## src/rtl/avalon_stream_arbiter_if.sv

```systemverilog
// Avalon-ST handshake bundle between NUM_INPUTS sources, the arbiter and its single sink.
// The slave modport is the arbiter's view; master is the surrounding environment.
interface avalon_stream_arbiter_if #(
    parameter int NUM_INPUTS    = 4,
    parameter int DATA_WIDTH    = 8,
    parameter int CHANNEL_WIDTH = $clog2(NUM_INPUTS)
);
    logic [NUM_INPUTS-1:0]            asi_valid;
    logic [NUM_INPUTS*DATA_WIDTH-1:0] asi_data;
    logic [NUM_INPUTS-1:0]            asi_ready;
    logic                             aso_valid;
    logic [DATA_WIDTH-1:0]            aso_data;
    logic [CHANNEL_WIDTH-1:0]         aso_channel;
    logic                             aso_ready;

    modport slave (
        input  asi_valid, asi_data, aso_ready,
        output asi_ready, aso_valid, aso_data, aso_channel
    );

    modport master (
        output asi_valid, asi_data, aso_ready,
        input  asi_ready, aso_valid, aso_data, aso_channel
    );
endinterface

```

## src/rtl/avalon_stream_arbiter.sv

```systemverilog
// Round-robin Avalon-ST arbiter: bursts of up to MAX_BURST beats, one ARB bubble per grant, 1-cycle registered output.
// Backpressure: the granted source sees ready only while the output register is empty or being drained.
module avalon_stream_arbiter #(
    parameter int NUM_INPUTS    = 4,
    parameter int DATA_WIDTH    = 8,
    parameter int MAX_BURST     = 4,
    parameter int CHANNEL_WIDTH = $clog2(NUM_INPUTS)
) (
    input  logic                  clk,
    input  logic                  reset,
    avalon_stream_arbiter_if.slave bus
);
    localparam int SW = CHANNEL_WIDTH + 1;

    typedef enum logic {ARB, GRANT} state_t;

    typedef struct packed {
        logic [CHANNEL_WIDTH-1:0] channel;
        logic [DATA_WIDTH-1:0]    data;
    } beat_t;

    state_t                   state;
    logic [CHANNEL_WIDTH-1:0] grant;
    logic [CHANNEL_WIDTH-1:0] rr_ptr;
    logic [7:0]               beats;
    logic                     out_vld;
    beat_t                    out_beat;

    logic [CHANNEL_WIDTH-1:0] pick;
    logic                     pick_vld;
    logic [CHANNEL_WIDTH-1:0] grant_next;
    logic [DATA_WIDTH-1:0]    grant_data;
    logic [NUM_INPUTS-1:0]    rdy;
    logic                     out_free;
    logic                     xfer;
    logic                     last_beat;
    logic                     src_drop;

    assign out_free = !out_vld || bus.aso_ready;

    // Search from rr_ptr upward with wrap; the sum stays below 2*NUM_INPUTS.
    always_comb begin : rr_search
        logic [SW-1:0] idx;
        idx      = '0;
        pick     = '0;
        pick_vld = 1'b0;
        for (int off = 0; off < NUM_INPUTS; off++) begin
            idx = {1'b0, rr_ptr} + SW'(off);
            if (idx >= SW'(NUM_INPUTS)) begin
                idx = idx - SW'(NUM_INPUTS);
            end
            if (!pick_vld && bus.asi_valid[idx[CHANNEL_WIDTH-1:0]]) begin
                pick_vld = 1'b1;
                pick     = idx[CHANNEL_WIDTH-1:0];
            end
        end
    end

    always_comb begin
        grant_data = '0;
        rdy        = '0;
        for (int i = 0; i < NUM_INPUTS; i++) begin
            if (grant == CHANNEL_WIDTH'(i)) begin
                grant_data = bus.asi_data[i*DATA_WIDTH +: DATA_WIDTH];
                rdy[i]     = (state == GRANT) && out_free;
            end
        end
    end

    assign xfer       = (state == GRANT) && bus.asi_valid[grant] && out_free;
    assign src_drop   = (state == GRANT) && out_free && !bus.asi_valid[grant];
    assign last_beat  = (beats == 8'(MAX_BURST - 1));
    assign grant_next = (grant == CHANNEL_WIDTH'(NUM_INPUTS - 1)) ? '0 : grant + 1'b1;

    always_ff @(posedge clk or negedge reset) begin
        if (!reset) begin
            state    <= ARB;
            grant    <= '0;
            rr_ptr   <= '0;
            beats    <= '0;
            out_vld  <= 1'b0;
            out_beat <= '0;
        end else begin
            case (state)
                ARB: begin
                    if (pick_vld) begin
                        grant <= pick;
                        beats <= '0;
                        state <= GRANT;
                    end
                end
                GRANT: begin
                    if (xfer) begin
                        beats <= beats + 8'd1;
                        if (last_beat) begin
                            state  <= ARB;
                            rr_ptr <= grant_next;
                        end
                    end else if (src_drop) begin
                        state  <= ARB;
                        rr_ptr <= grant_next;
                    end
                end
                default: state <= ARB;
            endcase

            // A full, unconsumed output register holds its beat untouched.
            if (out_free) begin
                out_vld <= xfer;
                if (xfer) begin
                    out_beat.channel <= grant;
                    out_beat.data    <= grant_data;
                end
            end
        end
    end

    assign bus.asi_ready   = rdy;
    assign bus.aso_valid   = out_vld;
    assign bus.aso_data    = out_beat.data;
    assign bus.aso_channel = out_beat.channel;
endmodule

```

## src/flat_wrapper.sv

```systemverilog
// flat-port wrapper written by rule: the top's interface ports become plain ports
module avalon_stream_arbiter_flat 
#(
    parameter int NUM_INPUTS    = 4,
    parameter int DATA_WIDTH    = 8,
    parameter int MAX_BURST     = 4,
    parameter int CHANNEL_WIDTH = $clog2(NUM_INPUTS)
)
  (clk, reset, bus_asi_valid, bus_asi_data, bus_aso_ready, bus_asi_ready, bus_aso_valid, bus_aso_data, bus_aso_channel);
  avalon_stream_arbiter_if #(.NUM_INPUTS(NUM_INPUTS), .DATA_WIDTH(DATA_WIDTH), .CHANNEL_WIDTH(CHANNEL_WIDTH)) bus_i ();
  input  logic clk;
  input  logic reset;
  input wire logic [$bits(bus_i.asi_valid)-1:0] bus_asi_valid;
  input wire logic [$bits(bus_i.asi_data)-1:0] bus_asi_data;
  input wire logic [$bits(bus_i.aso_ready)-1:0] bus_aso_ready;
  output wire logic [$bits(bus_i.asi_ready)-1:0] bus_asi_ready;
  output wire logic [$bits(bus_i.aso_valid)-1:0] bus_aso_valid;
  output wire logic [$bits(bus_i.aso_data)-1:0] bus_aso_data;
  output wire logic [$bits(bus_i.aso_channel)-1:0] bus_aso_channel;
  assign bus_i.asi_valid = bus_asi_valid;
  assign bus_i.asi_data = bus_asi_data;
  assign bus_i.aso_ready = bus_aso_ready;
  assign bus_asi_ready = bus_i.asi_ready;
  assign bus_aso_valid = bus_i.aso_valid;
  assign bus_aso_data = bus_i.aso_data;
  assign bus_aso_channel = bus_i.aso_channel;
  avalon_stream_arbiter #(.NUM_INPUTS(NUM_INPUTS), .DATA_WIDTH(DATA_WIDTH), .MAX_BURST(MAX_BURST), .CHANNEL_WIDTH(CHANNEL_WIDTH)) u_core (.clk(clk), .reset(reset), .bus(bus_i));
endmodule
```

## config.mk

```make
export PLATFORM = sky130hd
export DESIGN_NAME = avalon_stream_arbiter_flat
export DESIGN_NICKNAME = d
export VERILOG_FILES = /design/src/rtl/avalon_stream_arbiter_if.sv /design/src/rtl/avalon_stream_arbiter.sv /design/src/flat_wrapper.sv
export SDC_FILE = /design/constraint.sdc
export NUM_CORES = 1
export LEC_CHECK = 0
export ABC_CLOCK_PERIOD_IN_PS = 2500
export BUFFER_PORTS_ARGS = -buffer_cell sky130_fd_sc_hd__clkbuf_2
export CAP_MARGIN = 25
export CORE_ASPECT_RATIO = 0.5
export CORE_MARGIN = 2
export CORE_UTILIZATION = 49
export CTS_CLUSTER_SIZE = 14
export DETAILED_ROUTE_END_ITERATION = 8
export PLACE_DENSITY = 0.79
export SLEW_MARGIN = 10
export SYNTH_ARGS = -nofsm -noshare
export SYNTH_HDL_FRONTEND = slang
export SYNTH_SLANG_ARGS = --single-unit
```

## constraint.sdc

```tcl
create_clock -name clk -period 2.5 [get_ports clk]
set_input_delay 0 -clock clk [delete_from_list [all_inputs] [get_ports clk]]
set_output_delay 0 -clock clk [all_outputs]
set_load 0.01 [all_outputs]
```

; ---- After elaboration in Yosys (flattened, before gate mapping)
; Cells that the tools add are included.
[totals]
output_inout_bits = 15
reg_bits = 24
in_bits = 39
[classes]
n_lt_le_gt_ge = 9
bitwise = 1
n_mux = 42
eq_ne = 7
reduce_logical = 19
n_addsub = 9
[ops]
columns = cell, count
row1 = $mux 8, 6
row2 = $mux 2, 12
row3 = $mux 1, 17
row4 = $pmux 8 s2, 1
row5 = $lt 2x3->1 const B, 5
row6 = $bmux 1 s2, 5
row7 = $ge 3x3->1 const B, 3
row8 = $add 8x1->8 const B, 1
row9 = $eq 8x2->1 const B, 1
row10 = $sub 2x1->2 const B, 4
row11 = $logic_and 1x1->1, 7
row12 = $add 2x2->3 const B, 2
row13 = $reduce_and 2->1, 3
row14 = $logic_not 1->1, 5
row15 = $eq 2x2->1 const B, 2
row16 = $ne 2x2->1 const B, 2
row17 = $add 2x1->3 const B, 1
row18 = $ge 2x3->1 const B, 1
row19 = $reduce_and 3->1, 1
row20 = $add 2x1->2 const B, 1
row21 = $eq 2x1->1 const B, 1
row22 = $logic_not 2->1, 1
row23 = $ne 2x1->1 const B, 1
row24 = $pmux 1 s2, 1
row25 = 3 further kinds, 3

; ---- Longest topological paths before layout
[logic_depth]
word_depth = 16
mapped_depth = 9
ltp_nobuf = 6

; ---- Least setup slack after synthesis
; No wires, ideal clock.
[synth_path]
path_type = register to register
startpoint = reg u_core.grant[0]
endpoint = reg u_core.out_beat (netlist bit u_core.bus.aso_data[6])
path_stages_with_launch = 9
period_less_slack_ps = 1767
path_buffers = 3
slack_ps = 733
arrival_time_ps = 1641
path_cell_list = dfrtp_1 buf_6 inv_1 ha_1 clkbuf_1 clkbuf_1 a21oi_1 a221oi_1 nor2_1
[synth_between]
elab_chain_len = 5
word_cells_on_any_way = 13
classes_between = eq/ne (3) / mux (6) / reduce/logical (4)
[synth_rtl]
columns = element, line
row1 = start: declaration, avalon_stream_arbiter.sv:23  ; logic [CHANNEL_WIDTH-1:0] grant;
row2 = start signal: assignment, avalon_stream_arbiter.sv:87  ; grant <= pick;
row3 = $logic_not 2->1 / $bmux 1 s2 (equally long branches), "avalon_stream_arbiter.sv:63, avalon_stream_arbiter.sv:70"
row4 = $mux 8 / $mux 1 (equally long branches), "avalon_stream_arbiter.sv:63, avalon_stream_arbiter.sv:70"
row5 = $mux 8 / $logic_and 1x1->1 (equally long branches) (2 in series), "avalon_stream_arbiter.sv:63, avalon_stream_arbiter.sv:70"
row6 = $mux 8 / $reduce_and 2->1 (equally long branches), n/a
row7 = end: declaration, avalon_stream_arbiter.sv:27  ; beat_t out_beat;
; Parallel ways exist; a longest one is shown, timed or not. The select of a mux whose other input is x is not followed.
; A chain may end at the register's enable or synchronous reset.

; ---- Worst setup path after layout
[layout_path]
startpoint = reg u_core.grant[0]
endpoint = reg u_core.beats[7]
[layout_between]
elab_chain_len = 6
[layout_rtl]
columns = element, line
row1 = $bmux 1 s2, avalon_stream_arbiter.sv:70  ; assign xfer = (state == GRANT) && bus.asi_valid[grant] && out_free;
row2 = $mux 1 (not written as such), avalon_stream_arbiter.sv:70
row3 = $logic_and 1x1->1 (2 in series), avalon_stream_arbiter.sv:70
row4 = $ne 2x2->1 (no source line), n/a
row5 = $reduce_and 2->1 (no source line), n/a
row6 = end signal: assignment, avalon_stream_arbiter.sv:94  ; beats <= beats + 8'd1;
row7 = end: declaration, avalon_stream_arbiter.sv:25  ; logic [7:0] beats;
; Every way passes these cells. The select of a mux whose other input is x is not followed.

==> results_dict.tcl <==
set metrics [dict create \
    worstSetupPathType "reg2reg" \
    slew_headroom 0.568 \
    port_buffers 53 \
    final_common_cell "clkbuf_2" \
    timing.setup.tns_ns 0 \
    area_growth_pct 22.3 \
    switchingPower_w 0.000852 \
    grtUsageTotal 0.239 \
    post-dp-hpwl_um 2720 \
    grt_pass1_wl_um 6320 \
    r2r-start "u_core.grant[0]$_DFFE_PN0P_" \
    required_ns 2.70 \
    fin_crit_ns 1.95 \
    slew_viol_final 0 \
    reg2reg_to "u_core.beats[7]$_DFFE_PN0P_" \
    switching_share 0.428 \
    die_w_um 81.3 \
    p_comb_frac 0.524 \
    syn-instance-count 164 \
    grt_max_degree 30 \
    ys.flop_type "dfrtp_1" \
    first_pass_iters 4 \
    crit_path_end_kind "flip-flop" \
    clock_latency_ns 0.27 \
    antenna-diode-count 0 \
    p_clk_frac 0.135 \
    drt.antenna.violating_nets 0 \
    start_kind "flip-flop" \
    overflow 0 \
    hold_viol 0 \
    place_congestion 0.894 \
    wl_um 3720 \
    synth_nets 208 \
    final_net_count 255 \
    numCtsBuffers 3 \
    synth_top_family_by_area "compound AO/OA/AOI/OAI gates" \
    cts_tree "built" \
    start_util 0.539 \
    crit_path_end "u_core.beats[7]$_DFFE_PN0P_" \
    num_vias 1388 \
    r2r_setup_slack_ns 0.55 \
    total_power_w 0.00199 \
    clockBufferDepth 2 \
    synth-edff-count 0 \
    wl_per_cell_um 15.1 \
    rr_worst_depth 5 \
    worstHoldPathType "in2reg" \
    synth_area_um2 1470 \
    synthDistinctLibCells 35 \
    leakage_nw 0.920 \
    drt-vias-per-instance 5.62 \
    cp-startpoint "u_core.grant[0]$_DFFE_PN0P_" \
    drive_gt1_frac 0.295 \
    crit_arrival_ns 2.14 \
    p_per_area_nw_per_um2 1110 \
    worst-path-max-fanout 29 \
    timing.fmax_mhz 513 \
    timing.final.crit_share 0.779 \
    htreeDepth 1 \
    root_buffer "clkbuf_8" \
    dp_cells 242 \
    ios 54 \
    ys_warn_count 0 \
    synth-xor-area-share 0 \
    synthAdderAreaFrac 0.0427 \
    synth_mux_area_frac 0.0658 \
    synth_compound_area_frac 0.243 \
    synth_async_sr_flop_share 1.00 \
    drc 0 \
    ir_worst_vdd_mv 0.583 \
    setup_slack_ns 0.552 \
    drv_cap 0 \
    rsz0062_at_grt "no" \
    intPower_w 0.00114 \
    synth.avg_cell_area_um2 8.93 \
    grt_pass1_vias 1307 \
    final_cell_mix "53 x clkbuf_2, 24 x dfrtp_1, 18 x nand2_1" \
    first_iter_violations 112 \
    worstMarginPinSlew_ns 0.647 \
    layout.cells.non_filler 247 \
    antenna_found_initial 0 \
    num_rows 13 \
    cts.sinks 24 \
    skew_ns 0.00275 \
    status "finished clean" \
    cts_resized 0 \
    path_clk_slew_ns 0.08 \
    finalSetupViolations 0 \
    dieArea_um2 3470 \
    synth-seq-area-share 0.410 \
    p_seq_frac 0.341 \
    place_ws_ns 0.575 \
    die_h_um 42.7 \
    synth_seq_cells 24 \
    core_area_um2 2720 \
    yosys.area_share.simple 0.160 \
]
[metrics by stage]
step | util | cell area, um^2 | hold WS, ns
floorplan | - | 1470 | -0.296
global placement | 0.636 | 1730 | 0.0375
detailed placement | 0.636 | 1730 | 0.0380
CTS | 0.660 | 1790 | 0.0114
global route | 0.660 | 1790 | 0.00854
finish | 0.660 | 1790 | 0.0167
[final cells by class]
class | instances | area, um^2
clock buffers | 4 | 55.1
fillers | 222 | 925
inverters | 12 | 45.0
multi-input cells | 115 | 749
flip-flops and latches | 24 | 601
well taps | 37 | 46.3
repair buffers | 55 | 295
[power groups by stage]
stage	clock network [W]	logic, W	registers, W
after floorplan	0	0.000751	0.000667
after global placement	0	0.00101	0.000672
after detailed placement	0	0.00103	0.000682
after CTS	0.000269	0.00104	0.000674
after global routing	0.000289	0.00117	0.000701
final	0.000268	0.00104	0.000680
[repair_timing]
action	in CTS	in global routing
endpoints found under the hold margin	24	0
setup buffers	0	0
hold buffers	1	0
endpoints found under the setup margin	0	0
[layer usage]
metal  part of all wire  routed length [um]  track usage
met5                  0                   0            0
met1               0.49                1840        0.344
met3              0.065                 242       0.0745
met2               0.44                1630        0.357
met4             0.0027                  10       0.0407
[synth_stat cells, types with 2 or more instances]
cell / count / area, um^2
a22oi_1: 7 / 52.6
mux2i_1: 4 / 40.0
mux2_2: 3 / 33.8
inv_1: 12 / 45.0
clkbuf_1: 7 / 26.3
dfrtp_1: 24 / 601
o31ai_1: 3 / 22.5
a221o_1: 7 / 70.1
o21ai_0: 15 / 75.1
or4_1: 2 / 15.0
nand2_1: 18 / 67.6
buf_2: 2 / 10.0
nand3_1: 8 / 40.0
nand4_1: 2 / 12.5
buf_4: 3 / 22.5
o211ai_1: 2 / 15.0
nor2_1: 6 / 22.5
a21boi_1: 2 / 15.0
ha_1: 5 / 62.6
a21oi_1: 12 / 60.1
and3_1: 5 / 31.3
nand2b_1: 2 / 12.5
[state kept, by name (all words and copies together), names as in the netlist]
name	flops
u_core.beats	8
u_core.bus.aso_channel	2
u_core.bus.aso_data	8
u_core.bus.aso_valid	1
u_core.grant	2
u_core.rr_ptr	2
u_core.state	1
[worst min path at each step]
stage | start | to | slack (ns) | cells past startpoint
floorplan | reset | u_core.beats[0]$_DFFE_PN0P_ | -0.30 | 0
global placement | reset | u_core.bus.aso_data[3]$_DFFE_PN0P_ | 0.04 | 1
finish | bus_asi_data[30] | u_core.bus.aso_data[6]$_DFFE_PN0P_ | 0.02 | 3
CTS | bus_asi_data[30] | u_core.bus.aso_data[6]$_DFFE_PN0P_ | 0.01 | 3
global route | bus_asi_data[30] | u_core.bus.aso_data[6]$_DFFE_PN0P_ | 0.009 | 3
detailed placement | reset | u_core.bus.aso_channel[1]$_DFFE_PN0P_ | 0.04 | 1
[kinds of logic after synthesis]
kind of cell | count (synthesis)
compound gates | 54
mux | 8
flops | 24
fa+ha+maj | 5
buf+inv | 25
simple gates | 48
[critical path, stage by stage, from the launching register on]
cell and delay [ns]:
dfrtp_1 0.50, mux4_2 0.41, nand3_1 0.12, buf_12 0.19, or4_1 0.49, a21boi_1 0.15
Power figures use the tool's default switching activity.
